File: src/rtl/hamming74_pkg.sv
// Shared Hamming (7,4) constants and types for the serial receiver and any future parallel decoder.
package hamming74_pkg;

  localparam int CW_W   = 7;
  localparam int DATA_W = 4;

  // Zero-based bit indices into a codeword vector where index i holds c(i+1).
  localparam int P1_IDX = 0;
  localparam int P2_IDX = 1;
  localparam int D3_IDX = 2;
  localparam int P4_IDX = 3;
  localparam int D5_IDX = 4;
  localparam int D6_IDX = 5;
  localparam int D7_IDX = 6;

  typedef logic [2:0] syndrome_t;

endpackage

File: src/rtl/hamming74_correct.sv
// Combinational Hamming (7,4) single-error corrector: codeword in, data nibble and syndrome out.
module hamming74_correct
  import hamming74_pkg::*;
(
  input  logic [CW_W-1:0]   codeword,
  output logic [DATA_W-1:0] data,
  output syndrome_t         syndrome,
  output logic              err
);

  logic [CW_W-1:0] fixed;

  assign syndrome[0] = codeword[P1_IDX] ^ codeword[D3_IDX] ^ codeword[D5_IDX] ^ codeword[D7_IDX];
  assign syndrome[1] = codeword[P2_IDX] ^ codeword[D3_IDX] ^ codeword[D6_IDX] ^ codeword[D7_IDX];
  assign syndrome[2] = codeword[P4_IDX] ^ codeword[D5_IDX] ^ codeword[D6_IDX] ^ codeword[D7_IDX];
  assign err         = (syndrome != 3'd0);

  // The syndrome names the 1-based position of the flipped bit.
  always_comb begin
    fixed = codeword;
    if (err) fixed[syndrome - 3'd1] = ~codeword[syndrome - 3'd1];
  end

  assign data = {fixed[D7_IDX], fixed[D6_IDX], fixed[D5_IDX], fixed[D3_IDX]};

endmodule

File: src/rtl/hamming_serial_rx.sv
// Serial Hamming (7,4) receiver: deserializes 7-bit codewords, corrects single errors, valid/ready output.
module hamming_serial_rx
  import hamming74_pkg::*;
#(
  parameter int CNT_W = 8
) (
  input  logic             clk,
  input  logic             rst_n,
  input  logic             bit_in,
  input  logic             bit_valid,
  input  logic             sync_clr,
  input  logic             out_ready,
  output logic [3:0]       data_out,
  output logic             data_valid,
  output logic             err_corrected,
  output logic [2:0]       err_index,
  output logic             overrun,
  output logic [CNT_W-1:0] corr_count
);

  // Output handshake: a word transfers on every rising edge where data_valid and
  // out_ready are both 1; while data_valid=1 and out_ready=0, data_out/err_* hold.

  logic [2:0]        bit_cnt;
  logic [CW_W-1:0]   shift_q;
  logic [CW_W-1:0]   cw_next;
  logic [DATA_W-1:0] dec_data;
  syndrome_t         dec_syn;
  logic              dec_err;
  logic              word_done;
  logic              slot_free;

  // c1 arrives first and ends up in bit 0 once seven bits have shifted in.
  assign cw_next   = {bit_in, shift_q[CW_W-1:1]};
  assign word_done = bit_valid && !sync_clr && (bit_cnt == 3'd6);
  assign slot_free = !data_valid || out_ready;

  hamming74_correct u_correct (
    .codeword (cw_next),
    .data     (dec_data),
    .syndrome (dec_syn),
    .err      (dec_err)
  );

  always_ff @(posedge clk or negedge rst_n) begin
    if (!rst_n) begin
      bit_cnt       <= 3'd0;
      shift_q       <= '0;
      data_out      <= '0;
      data_valid    <= 1'b0;
      err_corrected <= 1'b0;
      err_index     <= 3'd0;
      overrun       <= 1'b0;
      corr_count    <= '0;
    end else begin
      if (sync_clr)       bit_cnt <= bit_valid ? 3'd1 : 3'd0;
      else if (bit_valid) bit_cnt <= (bit_cnt == 3'd6) ? 3'd0 : bit_cnt + 3'd1;

      if (bit_valid) shift_q <= cw_next;

      if (word_done && slot_free) begin
        data_out      <= dec_data;
        err_corrected <= dec_err;
        err_index     <= dec_syn;
        data_valid    <= 1'b1;
      end else if (data_valid && out_ready) begin
        data_valid <= 1'b0;
      end

      if (word_done && !slot_free) overrun <= 1'b1;

      // Dropped words still count toward the corrected-error tally.
      if (word_done && dec_err && (corr_count != {CNT_W{1'b1}}))
        corr_count <= corr_count + CNT_W'(1);
    end
  end

endmodule

File: config.mk
export PLATFORM = sky130hd
export DESIGN_NAME = hamming_serial_rx
export DESIGN_NICKNAME = d
export VERILOG_FILES = /design/src/rtl/hamming74_pkg.sv /design/src/rtl/hamming74_correct.sv /design/src/rtl/hamming_serial_rx.sv
export SDC_FILE = /design/constraint.sdc
export NUM_CORES = 1
export LEC_CHECK = 0
export ABC_AREA = 1
export BUFFER_PORTS_ARGS = -buffer_cell sky130_fd_sc_hd__buf_2
export CAP_MARGIN = 20
export CORE_UTILIZATION = 45
export DETAILED_ROUTE_END_ITERATION = 10
export GPL_TIMING_DRIVEN = 0
export PLACE_DENSITY = 0.66
export SYNTH_ARGS = -nofsm -noshare
export SYNTH_HDL_FRONTEND = slang
export SYNTH_SLANG_ARGS = --single-unit
File: constraint.sdc
create_clock -name clk -period 3.2 [get_ports clk]
set_input_delay 0.16 -clock clk [delete_from_list [all_inputs] [get_ports clk]]
set_output_delay 0.16 -clock clk [all_outputs]
set_load 0.02 [all_outputs]
==> results.py <==
metrics = {
    "status": {
        "status": "complete, no violations",
    },
    "floorplanning": {
        "row_count": 20,
        "dieWidth_um": 59.7,
        "start_util": 0.483,
        "die-area_um2": 3570,
        "fp.dieH_um": 59.7,
        "core_area_um2": 3100,
        "ioPinCount": 24,
    },
    "power_and_ir_drop": {
        "comb_power_share": 0.364,
        "p_clk_frac": 0.185,
        "vdd_drop_max_uv": 202,
        "p_switching_mw": 0.312,
        "power_mw": 0.817,
        "swShare": 0.382,
        "power_leakage_nw": 0.916,
        "internal_power_mw": 0.505,
        "powerDensity_nw_per_um2": 478,
        "seqPwrFrac": 0.452,
    },
    "hold_path": {
        "hold_path_end": "data_valid$_DFFE_PN0P_",
        "whs_path_depth": 4,
        "hp-start": "out_ready",
        "hold_class": "in2reg",
    },
    "routing": {
        "ant_nets": 0,
        "num_vias": 1206,
        "routed_via_density": 4.77,
        "wire_per_inst_um": 11.0,
        "routed_wirelength_um": 2790,
        "remaining_drc_errors": 0,
        "firstDrtPassIters": 4,
        "detailedRoute.firstIterationViolations": 34,
    },
    "cells_and_area": {
        "fin_area_um2": 1710,
        "instances_no_fill": 253,
        "drive_gt1_frac": 0.239,
        "syn_to_final_growth_pct": 14.0,
        "nets": 219,
        "postLayoutCoreUtil": 0.551,
        "n_antenna_cell": 0,
    },
    "setup_path": {
        "r2r_slack_ns": 0.49,
        "reg2reg_from": "shift_q[5]$_DFFE_PN0P_",
        "setup.worst_path.class": "reg2reg",
        "critPathArrivalTime_ns": 2.94,
        "critPathBufInv": 3,
        "cpPeakStageDelay_ns": 0.46,
        "cp.required_ns": 3.43,
        "crit_slowest_cell": "dfrtp_1",
        "crit_chain": "xnor2_1, xor2_1, ha_1, clkbuf_1, nand3_1, inv_1, ha_1, inv_1, nand3_4, mux2_2",
        "reg2reg_to": "corr_count[1]$_DFFE_PN0P_",
        "startpoint_type": "register",
        "critPathMaxFanout": 10,
        "rr_worst_depth": 10,
        "end_kind": "register",
        "cp_top_family": "buffers and inverters",
        "crit_path_start": "shift_q[5]$_DFFE_PN0P_",
    },
    "synth": {
        "syn_nets": 190,
        "yosysTopAreaCell": "dfrtp_1",
        "synth_area_leaders": "dfrtp_1 (45%), nand2_1 (11%), inv_1 (5.0%)",
        "synth_seq_cells": 27,
        "syn_area_um2": 1500,
        "synth_seq_area_share": 0.450,
        "synth_cells": 181,
        "synth.avg_cell_area_um2": 8.29,
        "synth_warnings": 0,
        "synth_cell_types": 29,
        "synth_top_area_frac": 0.450,
    },
    "placement": {
        "numPlacedInstances": 248,
        "dp_hpwl_um": 2180,
        "dpl_worst_slack_ns": 0.524,
        "io_buffers": 23,
        "gp_congestion": 0.872,
        "place_area_um2": 1670,
    },
    "sta": {
        "clock.fmax_mhz": 369,
        "worst_pin_slew_ns": 0.587,
        "finalWorstSetupSlack_ns": 0.490,
        "setup_viol": 0,
        "holdWs_ns": 0.0869,
        "clock_skew_ns": 0.00101,
        "tns_ns": 0,
        "period_needed_ns": 2.71,
        "hold_viol": 0,
        "maxSlewViolCount": 0,
        "slew_headroom": 0.609,
        "post-route-period-util": 0.847,
        "rsz0062_at_grt": "false",
    },
    "cts": {
        "cts_max_level": 1,
        "clk_pin_slew_ns": 0.15,
        "clk_path_buf_depth": 2,
        "cts_buffers": 3,
        "cts_setup_buffers": 0,
        "cts_root_buf": "clkbuf_4",
        "insertion_delay_ns": 0.32,
        "cts_num_sinks": 27,
        "cts_tree": "done",
    },
    "grt": {
        "antenna_found_initial": 0,
        "grt_use_total": 0.175,
        "grt_pass1_vias": 1144,
        "grt_overflow": 0,
        "grt_pass1_wl_um": 4700,
        "grt_max_degree": 28,
    },
    "job": {
        "maxCapViolations": 0,
    },
}
-- final cells by class --
type / instances / area [um^2]
clock inverter: 1 / 7.51
inverter: 22 / 83.8
buffer: 6 / 36.3
timing repair buffer: 24 / 125
tap: 44 / 55.1
clock buffer: 3 / 22.5
fill: 309 / 1390
sequential: 27 / 676
multi-input combinational: 126 / 704
-- sequential cells by signal (all words and copies together) (netlist names) --
register       flops
corr_count         8
shift_q            6
data_out           4
bit_cnt            3
err_index          3
data_valid         1
err_corrected      1
overrun            1
-- power by group through the flow --
stage	registers (mW)	logic (mW)	clock network (mW)
CTS	0.369	0.297	0.157
global route	0.371	0.332	0.173
global placement	0.375	0.277	0
detailed placement	0.376	0.294	0
floorplan	0.378	0.226	0
finish	0.369	0.297	0.151
-- routing by layer --
metal | routed length [um] | up-vias | global-route usage
met1 | 1290 | 551 | 0.209
li1 | - | 626 | -
met4 | 44 | 0 | 0.0698
met5 | 0 | - | 0
met3 | 70 | 6 | 0.0195
met2 | 1390 | 23 | 0.317
-- Yosys cell counts (all sizes together) --
cell	instances
a21oi	2
buf	4
clkbuf	2
clkinv	1
dfrtp	27
ha	3
inv	21
mux2	1
nand2	51
nand3	16
nand4	2
nor2	14
nor3	4
o21a	2
o21ai	15
o21bai	1
o22ai	1
or2	1
xnor2	8
xor2	5
-- timing repair --
item	CTS	global route
hold buffers	1	0
resized for setup	0	0
hold endpoints to repair	27	0
-- layout by cell type (no fill, tap or decap), drive strengths merged --
master,instances
ha,3
o21a,2
or2,1
xor2,5
clkinvlp,1
clkinv,1
dfrtp,27
inv,21
o21bai,1
o21ai,15
a21oi,2
nor2,14
o22ai,1
mux2,1
nand3,16
clkbuf,5
nand4,2
nand2,51
xnor2,8
buf,27
nor3,4
dlygate4sd3,1
-- cell families (layout without fill, tap and decap cells) --
group                    Yosys count  count (layout)  share of synthesized area
flip-flops                        27              27                      0.450
adder cells (fa/ha/maj)            3               3                     0.0250
multiplexers                       1               1                    0.00751
buffers and inverters             28              56                     0.0801
XOR/XNOR                          13              13                     0.0759
AO/OA/AOI/OAI                     21              21                     0.0759
AND/OR/NAND/NOR                   88              88                      0.285
-- tightest hold or removal path, stage by stage --
cell	delay [ns]
buf_2	0.08
nor2_1	0.05
inv_1	0.06
nand2_1	0.05
-- worst max-delay path by stage --
stage                                endpoint  slack, ns  cells after the start
floorplan           corr_count[1]$_DFFE_PN0P_       0.86                     10
global placement    corr_count[1]$_DFFE_PN0P_       0.62                     10
detailed placement    data_out[2]$_DFFE_PN0P_       0.52                     13
CTS                   data_out[2]$_DFFE_PN0P_       0.50                     13
global route        corr_count[7]$_DFFE_PN0P_       0.35                     13
finish              corr_count[1]$_DFFE_PN0P_       0.49                     10
(Power assumes the default switching activity.)
